===== config.mk =====
export PLATFORM = sky130hd
export DESIGN_NAME = ysyx_25010008_lsu
export DESIGN_NICKNAME = d
export VERILOG_FILES = /design/src/rtl/ysyx_25010008_lsu_pkg.sv /design/src/rtl/ysyx_25010008_lsu_lane.sv /design/src/rtl/ysyx_25010008_lsu.sv
export SDC_FILE = /design/constraint.sdc
export NUM_CORES = 1
export LEC_CHECK = 0
export CAP_MARGIN = 40
export CORE_ASPECT_RATIO = 1.1
export CORE_MARGIN = 2
export CORE_UTILIZATION = 48
export CTS_CLUSTER_SIZE = 14
export DETAILED_ROUTE_END_ITERATION = 7
export PLACE_DENSITY = 0.9
export SETUP_SLACK_MARGIN = 0.02
export SLEW_MARGIN = 20
export SYNTH_ARGS = -nofsm -noshare
export SYNTH_HDL_FRONTEND = slang
export SYNTH_HIERARCHICAL = 1
export SYNTH_SLANG_ARGS = --single-unit

===== constraint.sdc =====
create_clock -name clock -period 4.4 [get_ports clock]
set_input_delay 0.88 -clock clock [delete_from_list [all_inputs] [get_ports clock]]
set_output_delay 0.88 -clock clock [all_outputs]
set_load 0.05 [all_outputs]

===== src/rtl/ysyx_25010008_lsu_pkg.sv =====
// ysyx_25010008_lsu_pkg
// Shared encodings for the load/store unit and its lane helper.
// Contents:
//   - Access size codes (SZ_B, SZ_H, SZ_W; code 3 behaves as a word).
//   - FSM state codes.
//   - AXI response codes.
//   - is_misaligned() helper, used when YSYX_LSU_ALIGN_CHECK_EN is defined.
package ysyx_25010008_lsu_pkg;

  localparam logic [1:0] SZ_B = 2'd0;
  localparam logic [1:0] SZ_H = 2'd1;
  localparam logic [1:0] SZ_W = 2'd2;

  localparam logic [2:0] ST_IDLE    = 3'd0;
  localparam logic [2:0] ST_RD_ADDR = 3'd1;
  localparam logic [2:0] ST_RD_DATA = 3'd2;
  localparam logic [2:0] ST_WR      = 3'd3;
  localparam logic [2:0] ST_WR_RESP = 3'd4;
  localparam logic [2:0] ST_DONE    = 3'd5;

  localparam logic [1:0] OKAY   = 2'd0;
  localparam logic [1:0] SLVERR = 2'd2;
  localparam logic [1:0] DECERR = 2'd3;

  // Natural alignment test; size code 3 is checked like a word.
  function automatic logic is_misaligned(input logic [1:0] size, input logic [1:0] off);
    case (size)
      SZ_B:    is_misaligned = 1'b0;
      SZ_H:    is_misaligned = off[0];
      default: is_misaligned = (off != 2'b00);
    endcase
  endfunction

endpackage


===== src/rtl/ysyx_25010008_lsu_lane.sv =====
// ysyx_25010008_lsu_lane
// Purely combinational byte-lane steering.
// Inputs:
//   off        - byte offset within the word
//   size       - access size code
//   is_unsigned - zero-extend instead of sign-extend
//   wdata_in   - right-aligned store data
//   rdata_in   - raw bus read data
// Outputs:
//   wdata_out  - store data shifted into its lanes
//   wstrb      - matching byte strobes
//   rdata_ext  - extracted and extended load data
// Lanes and strobes wrap by truncation for misaligned accesses.
module ysyx_25010008_lsu_lane
  import ysyx_25010008_lsu_pkg::*;
(
  input  logic [1:0]  off,
  input  logic [1:0]  size,
  input  logic        is_unsigned,
  input  logic [31:0] wdata_in,
  input  logic [31:0] rdata_in,
  output logic [31:0] wdata_out,
  output logic [3:0]  wstrb,
  output logic [31:0] rdata_ext
);

  logic [3:0]  strb_base_s;
  logic [31:0] rdata_sh_s;
  logic [4:0]  shamt_s;

  // Store lane shift, strobe generation and load extraction.
  always_comb begin
    shamt_s     = {off, 3'b000};
    wdata_out   = wdata_in << shamt_s;
    rdata_sh_s  = rdata_in >> shamt_s;
    strb_base_s = 4'b1111;
    rdata_ext   = rdata_sh_s;
    case (size)
      SZ_B: begin
        strb_base_s = 4'b0001;
        rdata_ext   = {{24{~is_unsigned & rdata_sh_s[7]}}, rdata_sh_s[7:0]};
      end
      SZ_H: begin
        strb_base_s = 4'b0011;
        rdata_ext   = {{16{~is_unsigned & rdata_sh_s[15]}}, rdata_sh_s[15:0]};
      end
      default: begin
        strb_base_s = 4'b1111;
        rdata_ext   = rdata_sh_s;
      end
    endcase
    wstrb = strb_base_s << off;
  end

endmodule


===== src/rtl/ysyx_25010008_lsu.sv =====
// ysyx_25010008_lsu
// Load/store unit. Takes one request at a time from EXU and runs it on an
// AXI4-Lite master port. The result goes to WBU over out_valid/out_ready.
// Ports:
//   clock, reset (async, active low)
//   in_*   - EXU request (valid/ready, addr, wdata, ren, wen, size, unsigned)
//   out_*  - WBU result (valid/ready, rdata, err)
//   ar*/r* - AXI4-Lite read channels
//   aw*/w*/b* - AXI4-Lite write channels
// Optional feature YSYX_LSU_ALIGN_CHECK_EN:
//   When defined, a misaligned load or store completes with out_err=1 and
//   makes no bus access.
// All bus and result outputs come straight from flops.
module ysyx_25010008_lsu
  import ysyx_25010008_lsu_pkg::*;
#(
  parameter int ADDR_W = 32,
  parameter int DATA_W = 32
) (
  input  logic                clock,
  input  logic                reset,
  input  logic                in_valid,
  output logic                in_ready,
  input  logic [ADDR_W-1:0]   in_addr,
  input  logic [DATA_W-1:0]   in_wdata,
  input  logic                in_ren,
  input  logic                in_wen,
  input  logic [1:0]          in_size,
  input  logic                in_unsigned,
  output logic                out_valid,
  input  logic                out_ready,
  output logic [DATA_W-1:0]   out_rdata,
  output logic                out_err,
  output logic [ADDR_W-1:0]   araddr,
  output logic                arvalid,
  input  logic                arready,
  output logic                rready,
  input  logic [DATA_W-1:0]   rdata,
  input  logic [1:0]          rresp,
  input  logic                rvalid,
  output logic [ADDR_W-1:0]   awaddr,
  output logic                awvalid,
  input  logic                awready,
  output logic [DATA_W-1:0]   wdata,
  output logic [DATA_W/8-1:0] wstrb,
  output logic                wvalid,
  input  logic                wready,
  output logic                bready,
  input  logic [1:0]          bresp,
  input  logic                bvalid
);

  logic [2:0]          state_r;
  logic                in_ready_r;
  logic [ADDR_W-1:0]   addr_r;
  logic [1:0]          size_r;
  logic                unsigned_r;
  logic                arvalid_r;
  logic                rready_r;
  logic                awvalid_r;
  logic                wvalid_r;
  logic                bready_r;
  logic                aw_done_r;
  logic                w_done_r;
  logic [DATA_W-1:0]   wdata_r;
  logic [DATA_W/8-1:0] wstrb_r;
  logic                out_valid_r;
  logic [DATA_W-1:0]   rdata_r;
  logic                err_r;

  logic [1:0]          lane_off_s;
  logic [1:0]          lane_size_s;
  logic [DATA_W-1:0]   lane_wdata_s;
  logic [DATA_W/8-1:0] lane_wstrb_s;
  logic [DATA_W-1:0]   lane_rdata_s;
  logic                aw_done_s;
  logic                w_done_s;
  logic                align_err_s;

  // The lane helper sees the live request in IDLE (store steering is
  // registered at acceptance) and the registered request afterwards
  // (load extraction when R data arrives).
  always_comb begin
    if (state_r == ST_IDLE) begin
      lane_off_s  = in_addr[1:0];
      lane_size_s = in_size;
    end else begin
      lane_off_s  = addr_r[1:0];
      lane_size_s = size_r;
    end
  end

  // Write-channel completion including a handshake in the current cycle.
  always_comb begin
    aw_done_s = aw_done_r | (awvalid_r & awready);
    w_done_s  = w_done_r  | (wvalid_r & wready);
  end

  // Misalignment short-circuit; only memory operations are checked.
  always_comb begin
`ifdef YSYX_LSU_ALIGN_CHECK_EN
    align_err_s = (in_ren | in_wen) & is_misaligned(in_size, in_addr[1:0]);
`else
    align_err_s = 1'b0;
`endif
  end

  ysyx_25010008_lsu_lane u_lane (
    .off         (lane_off_s),
    .size        (lane_size_s),
    .is_unsigned (unsigned_r),
    .wdata_in    (in_wdata),
    .rdata_in    (rdata),
    .wdata_out   (lane_wdata_s),
    .wstrb       (lane_wstrb_s),
    .rdata_ext   (lane_rdata_s)
  );

  // Request FSM and all registered outputs.
  always_ff @(posedge clock or negedge reset) begin
    if (!reset) begin
      state_r     <= ST_IDLE;
      in_ready_r  <= 1'b1;
      addr_r      <= '0;
      size_r      <= SZ_B;
      unsigned_r  <= 1'b0;
      arvalid_r   <= 1'b0;
      rready_r    <= 1'b0;
      awvalid_r   <= 1'b0;
      wvalid_r    <= 1'b0;
      bready_r    <= 1'b0;
      aw_done_r   <= 1'b0;
      w_done_r    <= 1'b0;
      wdata_r     <= '0;
      wstrb_r     <= '0;
      out_valid_r <= 1'b0;
      rdata_r     <= '0;
      err_r       <= 1'b0;
    end else begin
      case (state_r)
        ST_IDLE: begin
          if (in_valid) begin
            addr_r     <= in_addr;
            size_r     <= in_size;
            unsigned_r <= in_unsigned;
            in_ready_r <= 1'b0;
            if (align_err_s) begin
              state_r     <= ST_DONE;
              out_valid_r <= 1'b1;
              rdata_r     <= '0;
              err_r       <= 1'b1;
            end else if (in_ren) begin
              state_r   <= ST_RD_ADDR;
              arvalid_r <= 1'b1;
            end else if (in_wen) begin
              state_r   <= ST_WR;
              awvalid_r <= 1'b1;
              wvalid_r  <= 1'b1;
              aw_done_r <= 1'b0;
              w_done_r  <= 1'b0;
              wdata_r   <= lane_wdata_s;
              wstrb_r   <= lane_wstrb_s;
            end else begin
              state_r     <= ST_DONE;
              out_valid_r <= 1'b1;
              rdata_r     <= '0;
              err_r       <= 1'b0;
            end
          end
        end
        ST_RD_ADDR: begin
          if (arready) begin
            state_r   <= ST_RD_DATA;
            arvalid_r <= 1'b0;
            rready_r  <= 1'b1;
          end
        end
        ST_RD_DATA: begin
          if (rvalid) begin
            state_r     <= ST_DONE;
            rready_r    <= 1'b0;
            rdata_r     <= lane_rdata_s;
            err_r       <= (rresp != OKAY);
            out_valid_r <= 1'b1;
          end
        end
        ST_WR: begin
          // AW and W drop independently; move on once both have handshaken.
          if (awvalid_r && awready) begin
            awvalid_r <= 1'b0;
          end
          if (wvalid_r && wready) begin
            wvalid_r <= 1'b0;
          end
          aw_done_r <= aw_done_s;
          w_done_r  <= w_done_s;
          if (aw_done_s && w_done_s) begin
            state_r  <= ST_WR_RESP;
            bready_r <= 1'b1;
          end
        end
        ST_WR_RESP: begin
          if (bvalid) begin
            state_r     <= ST_DONE;
            bready_r    <= 1'b0;
            rdata_r     <= '0;
            err_r       <= (bresp != OKAY);
            out_valid_r <= 1'b1;
          end
        end
        ST_DONE: begin
          if (out_ready) begin
            state_r     <= ST_IDLE;
            out_valid_r <= 1'b0;
            in_ready_r  <= 1'b1;
          end
        end
        default: begin
          state_r     <= ST_IDLE;
          in_ready_r  <= 1'b1;
          arvalid_r   <= 1'b0;
          rready_r    <= 1'b0;
          awvalid_r   <= 1'b0;
          wvalid_r    <= 1'b0;
          bready_r    <= 1'b0;
          out_valid_r <= 1'b0;
        end
      endcase
    end
  end

  assign in_ready  = in_ready_r;
  assign out_valid = out_valid_r;
  assign out_rdata = rdata_r;
  assign out_err   = err_r;
  assign araddr    = addr_r;
  assign arvalid   = arvalid_r;
  assign rready    = rready_r;
  assign awaddr    = addr_r;
  assign awvalid   = awvalid_r;
  assign wdata     = wdata_r;
  assign wstrb     = wstrb_r;
  assign wvalid    = wvalid_r;
  assign bready    = bready_r;

endmodule


**Yosys cells after proc, flatten, opt, wreduce, memory -nomap -nowiden**

Cells that the tools add are included.

- Equality and inequality tests: 18
- Shift-type cells: 3
- Muxes and demuxes: 57
- Bitwise logic cells: 14
- Reduce and logical (&&, ||, !) cells: 27

Operators with widths:

| kind | count |
|---|---|
| 2-to-1 mux 32 bit | 5 |
| case mux 32 bit (3 select lines) | 1 |
| case mux 32 bit (2 select lines) | 1 |
| << shifter 32 x 5 -> 32 bit | 1 |
| right shift 32 x 5 -> 32 bit | 1 |
| 2-to-1 mux 1 bit | 28 |
| 2-to-1 mux 3 bit | 8 |
| inequality test 2 bit, second input constant | 12 |
| case mux 1 bit (3 select lines) | 7 |
| OR reduction 4 bit | 5 |
| case mux 3 bit (6 select lines) | 1 |
| AND reduction 4 bit | 3 |
| AND reduction 6 bit | 2 |
| AND reduction 5 bit | 2 |
| AND reduction 3 bit | 3 |
| inverter 1 bit | 8 |
| case mux 4 bit (2 select lines) | 1 |
| AND reduction 7 bit | 1 |
| == test 3 x 2 -> 1 bit, second input constant | 2 |
| == test 3 bit, second input constant | 2 |
| nonzero test 2 bit | 3 |
| case mux 1 bit (5 select lines) | 1 |
| bitwise AND 1 bit | 4 |
| 2-to-1 mux 2 bit | 2 |
| 11 further kinds | 15 |

- Bits in registers: 116
- Output and inout port bits: 140
- Logic and storage cells: 136

**Logic depth before layout (Yosys ltp)**

- Depth in word-level cells: 7
- Depth in mapped cells: 11
- Mapped depth without buffers: 7

**Modules after synthesis**

The synthesis kept the hierarchy.

By module, submodules not included:

| module | times used | cells an instance | area an instance (um2) | seq. area each (um2) |
|---|---|---|---|---|
| ysyx_25010008_lsu | 1 | 420 | 5,026.1 | 2,904.0 |
| ysyx_25010008_lsu_lane | 1 | 215 | 1,476.4 | 0.0 |

**Worst setup path before layout**

Ideal clock, no wire load.

- Path kind: reg-to-reg
- Start: register state_r[1]
- End: register wdata_r[28], in the netlist wdata[28]
- Library setup time: 0.128 ns
- Data arrival time: 2.482 ns
- Required time: 4.272 ns
- Slack: 1.791 ns
- Stages on the path, launching flop included: 11
- Path buffers: 5
- Cell sequence: dfrtp_1 > clkbuf_1 > clkbuf_1 > nor3_1 > mux2_2 > buf_6 > clkbuf_2 > buf_2 > a211oi_1 > a21oi_1 > mux2_1

- Cells in the longest elaborated chain, start to end: 3

RTL lines:

| item | RTL line | source |
|---|---|---|
| start, declared | ysyx_25010008_lsu.sv:53 | `logic [2:0] state_r;` |
| start signal, assigned | ysyx_25010008_lsu.sv:122 | `state_r <= ST_IDLE;` |
| start signal, assigned | ysyx_25010008_lsu.sv:148 | `state_r <= ST_DONE;` |
| start signal, assigned | ysyx_25010008_lsu.sv:153 | `state_r <= ST_RD_ADDR;` |
| zero test 3 bit | ysyx_25010008_lsu.sv:84 | `if (state_r == ST_IDLE) begin` |
| 2-to-1 mux 2 bit | ysyx_25010008_lsu.sv:84 |  |
| via lane_off_s[1] | ysyx_25010008_lsu.sv:71 | `logic [1:0] lane_off_s;` |
| << shifter 32 x 5 -> 32 bit | ysyx_25010008_lsu_lane.sv:34 | `wdata_out = wdata_in << shamt_s;` |
| via lane_wdata_s[28] | ysyx_25010008_lsu.sv:73 | `logic [DATA_W-1:0] lane_wdata_s;` |
| end signal, assigned | ysyx_25010008_lsu.sv:161 | `wdata_r <= lane_wdata_s;` |
| end, declared | ysyx_25010008_lsu.sv:65 | `logic [DATA_W-1:0] wdata_r;` |

The timed path passes the listed nets, and every way through them passes these cells.
A chain may end at the register's enable or synchronous reset.

**Final worst setup path**

- Start: register state_r[1]
- End: register rdata_r[22], in the netlist out_rdata[22]

- Cells in the longest elaborated chain, start to end: 7

RTL lines:

| item | RTL line | source |
|---|---|---|
| zero test 3 bit (*) | ysyx_25010008_lsu.sv:84 |  |
| 2-to-1 mux 2 bit (*) | ysyx_25010008_lsu.sv:84 |  |
| via lane_off_s[1] | ysyx_25010008_lsu.sv:71 |  |
| right shift 32 x 5 -> 32 bit (*) | ysyx_25010008_lsu_lane.sv:35 | `rdata_sh_s = rdata_in >> shamt_s;` |
| bitwise AND 1 bit (on tied branches) | ysyx_25010008_lsu_lane.sv:45, ysyx_25010008_lsu_lane.sv:41 |  |
| case mux 32 bit (2 select lines) (*) | ysyx_25010008_lsu_lane.sv:38 | `case (size)` |
| via lane_rdata_s[22] | ysyx_25010008_lsu.sv:75 | `logic [DATA_W-1:0] lane_rdata_s;` |
| 2-to-1 mux 32 bit (*) | ysyx_25010008_lsu.sv:179 | `if (rvalid) begin` |
| case mux 32 bit (3 select lines) (*) | ysyx_25010008_lsu.sv:140 | `case (state_r)` |
| end signal, assigned | ysyx_25010008_lsu.sv:182 | `rdata_r <= lane_rdata_s;` |
| end, declared | ysyx_25010008_lsu.sv:68 | `logic [DATA_W-1:0] rdata_r;` |

The timed path passes the listed nets; every way through them passes the cells marked *. The select of a mux whose other input is x is not followed.

==> impl_metrics.env <==
export IMPL_die_h_um=126.1
export IMPL_grt_max_degree=67
export IMPL_wl_per_cell_um=18.06
export IMPL_die_area_sq_um=14490
export IMPL_busiest_layer="met2"
export IMPL_yosysWarnings=6
export IMPL_hpwl_mm=13.21
export IMPL_yosys_register_bits=116
export IMPL_synth_edf_count=0
export IMPL_clk_pin_slew_ns=0.06
export IMPL_post_cts_resize_count=0
export IMPL_critPathMaxFanout=29
export IMPL_routed_wirelength_mm=18.24
export IMPL_cp_common_cell="nand4_1"
export IMPL_vias_per_cell=5.532
export IMPL_worstSetupPathType="reg -> reg"
export IMPL_num_antenna_cells=0
export IMPL_layout_commonest_cell="clkdlybuf4s50_1"
export IMPL_critPathLaunchType="flop"
export IMPL_synth_cell_type_count=52
export IMPL_setup_tns_ns=0
export IMPL_rows=44
export IMPL_synth_fp_nets=749
export IMPL_port_buffers=253
export IMPL_antenna_found_initial=0
export IMPL_cp_data_arrival_time_ns=3.69
export IMPL_report_final_slew_viol_count=0
export IMPL_grt_usage_pct=25.45
export IMPL_fmax_mhz=298.3
export IMPL_drt_initial_drc_count=448
export IMPL_critPathTopFamily="simple AND/OR/NAND/NOR gates"
export IMPL_initial_core_util_pct=49.21
export IMPL_finalHoldViolCount=0
export IMPL_clock_sinks=116
export IMPL_core_area_sq_um=13210
export IMPL_fillers=963
export IMPL_gr_usage_met1_pct=30.38
export IMPL_root_buffer="clkbuf_16"
export IMPL_cpMaxStageDelayCell="mux2_2"
export IMPL_fp_dieW_um=115.0
export IMPL_h_tree_depth=4
export IMPL_crit_chain="nor3_1 -> mux2_2 -> nor2b_1 -> nand4_1 -> nand4_1 -> nand2_1 -> o21ai_2"
export IMPL_cts_path_max_buffers=2
export IMPL_yosysSeqAreaShare_pct=44.66
export IMPL_cts_made_buffers=17
export IMPL_drive_above_1_share_pct=17.79
export IMPL_tightest_slew_ns=0.8717
export IMPL_rsz0062_at_grt="false"
export IMPL_ant_nets=0
export IMPL_post_route_drc_count=0
export IMPL_hold_path_class="in -> async"
export IMPL_grtUsageMet2_pct=41.45
export IMPL_synthesis_area_sq_um=6502
export IMPL_insertion_delay_ns=0.41
export IMPL_finalSetupViolations=0
export IMPL_synth_cells=635
export IMPL_fin_skew_ns=0.006142
export IMPL_dr_pass1_iters=5
export IMPL_cap_violations=0
export IMPL_slew_headroom_pct=41.67
export IMPL_grt_pass1_wl_mm=28.45
export IMPL_num_io_pins=254
export IMPL_outcome="finished clean"
export IMPL_slowest_delay_ns=0.68
export IMPL_synth_area_per_cell_sq_um=10.24
export IMPL_grt_pass1_vias=5484
export IMPL_fin_nets=953
export IMPL_grt_overflow=0
export IMPL_crit_path_end_kind="flop"
export IMPL_synthArstFlopShare_pct=100.0
export IMPL_syn2layout_area_growth_pct=43.83
export IMPL_final_cell_mix="clkdlybuf4s50_1 (252), dfrtp_1 (115), nand2_1 (92), mux2_2 (90), a21oi_1 (33)"
export IMPL_cts_setup_buffers=0
export IMPL_cts_hold_buf=0
export IMPL_globalplace_congestion=0.8925
export IMPL_crit_buf_inv=0
export IMPL_period_minus_slack_ns=3.353
export IMPL_synth_top_flop_cell="dfrtp_1"
export IMPL_crit_required_ns=4.73
export IMPL_use_met3_pct=9.384
export IMPL_tritoncts="done"
export IMPL_fin_crit_sh_pct=76.20
export IMPL_via_count=5587
-- final timing paths --
check                              startpoint            end  slack (ns)  depth (start not counted)
min in group clock              out_rdata[26]  out_rdata[26]        0.48                          2
worst min register to register  out_rdata[26]  out_rdata[26]        0.48                          2
worst max-delay path               state_r[1]  out_rdata[22]        1.05                          7
worst min-delay path                    reset      wdata[18]        0.48                          1
worst max register to register     state_r[1]  out_rdata[22]        1.05                          7
max in group asynchronous               reset       in_ready        2.92                          2
-- routing by layer --
metal | vias up | wire length, um
met1 | 2643 | 6957
met3 | 45 | 1668
met5 | - | 0
met2 | 272 | 9021
li1 | 2627 | -
met4 | 0 | 597
-- cell type report --
class	instances	area, sq um	area share, %
multi-input combinational	433	3042	32.52
clock buffer	19	442.9	4.736
inverter	7	26.28	0.2809
timing repair buffer	264	2625	28.07
clock inverter	10	111.4	1.191
sequential	116	2904	31.05
tap	161	201.4	2.154
-- state kept, by name, indices dropped and copies added, names as in the netlist --
name,cells
w_done_r,1
aw_done_r,1
size_r,2
wstrb,4
awvalid,1
out_valid,1
out_rdata,32
araddr,32
wdata,32
rready,1
in_ready,1
arvalid,1
out_err,1
unsigned_r,1
bready,1
wvalid,1
state_r,3
-- metrics by stage --
| step | cell area (sq um) | instances | util, % | setup WS (ns) | hold slack, ns |
|---|---|---|---|---|---|
| 3_3_place_gp | 8773 | 980 | 66.40 | 1.179 | 0.4641 |
| 2_1_floorplan | 6502 | 635 | - | 1.791 | 0.4767 |
| 3_5_place_dp | 8798 | 981 | 66.59 | 1.095 | 0.4674 |
| 6_report | 9353 | 1010 | 70.79 | 1.047 | 0.4765 |
| 4_1_cts | 9353 | 1010 | 70.79 | 1.076 | 0.4782 |
| 5_1_grt | 9353 | 1010 | 70.79 | 0.7847 | 0.4969 |
-- logic make-up after synthesis --
logic type | count (synthesis) | share of synthesized area [%]
AO/OA/AOI/OAI | 129 | 12.41
XOR/XNOR | 1 | 0.1347
buffers and inverters | 86 | 8.813
flip-flops | 116 | 44.66
multiplexers | 117 | 19.86
AND/OR/NAND/NOR | 186 | 14.12
-- cells in the mapped netlist, types with 11 or more instances --
library cell,instances,area [sq um]
mux2_2,90,1013
clkbuf_1,13,48.80
a21oi_1,33,165.2
nor2_1,26,97.59
o21ai_0,25,125.1
buf_2,13,65.06
nor2b_1,15,93.84
nand2_1,92,345.3
o21ai_1,26,130.1
buf_6,11,123.9
buf_4,40,300.3
dfrtp_1,115,2878
mux2i_1,24,240.2
Power is not shown: default switching activity piles up to over one toggle a cycle in this logic, so the estimate is an artifact.
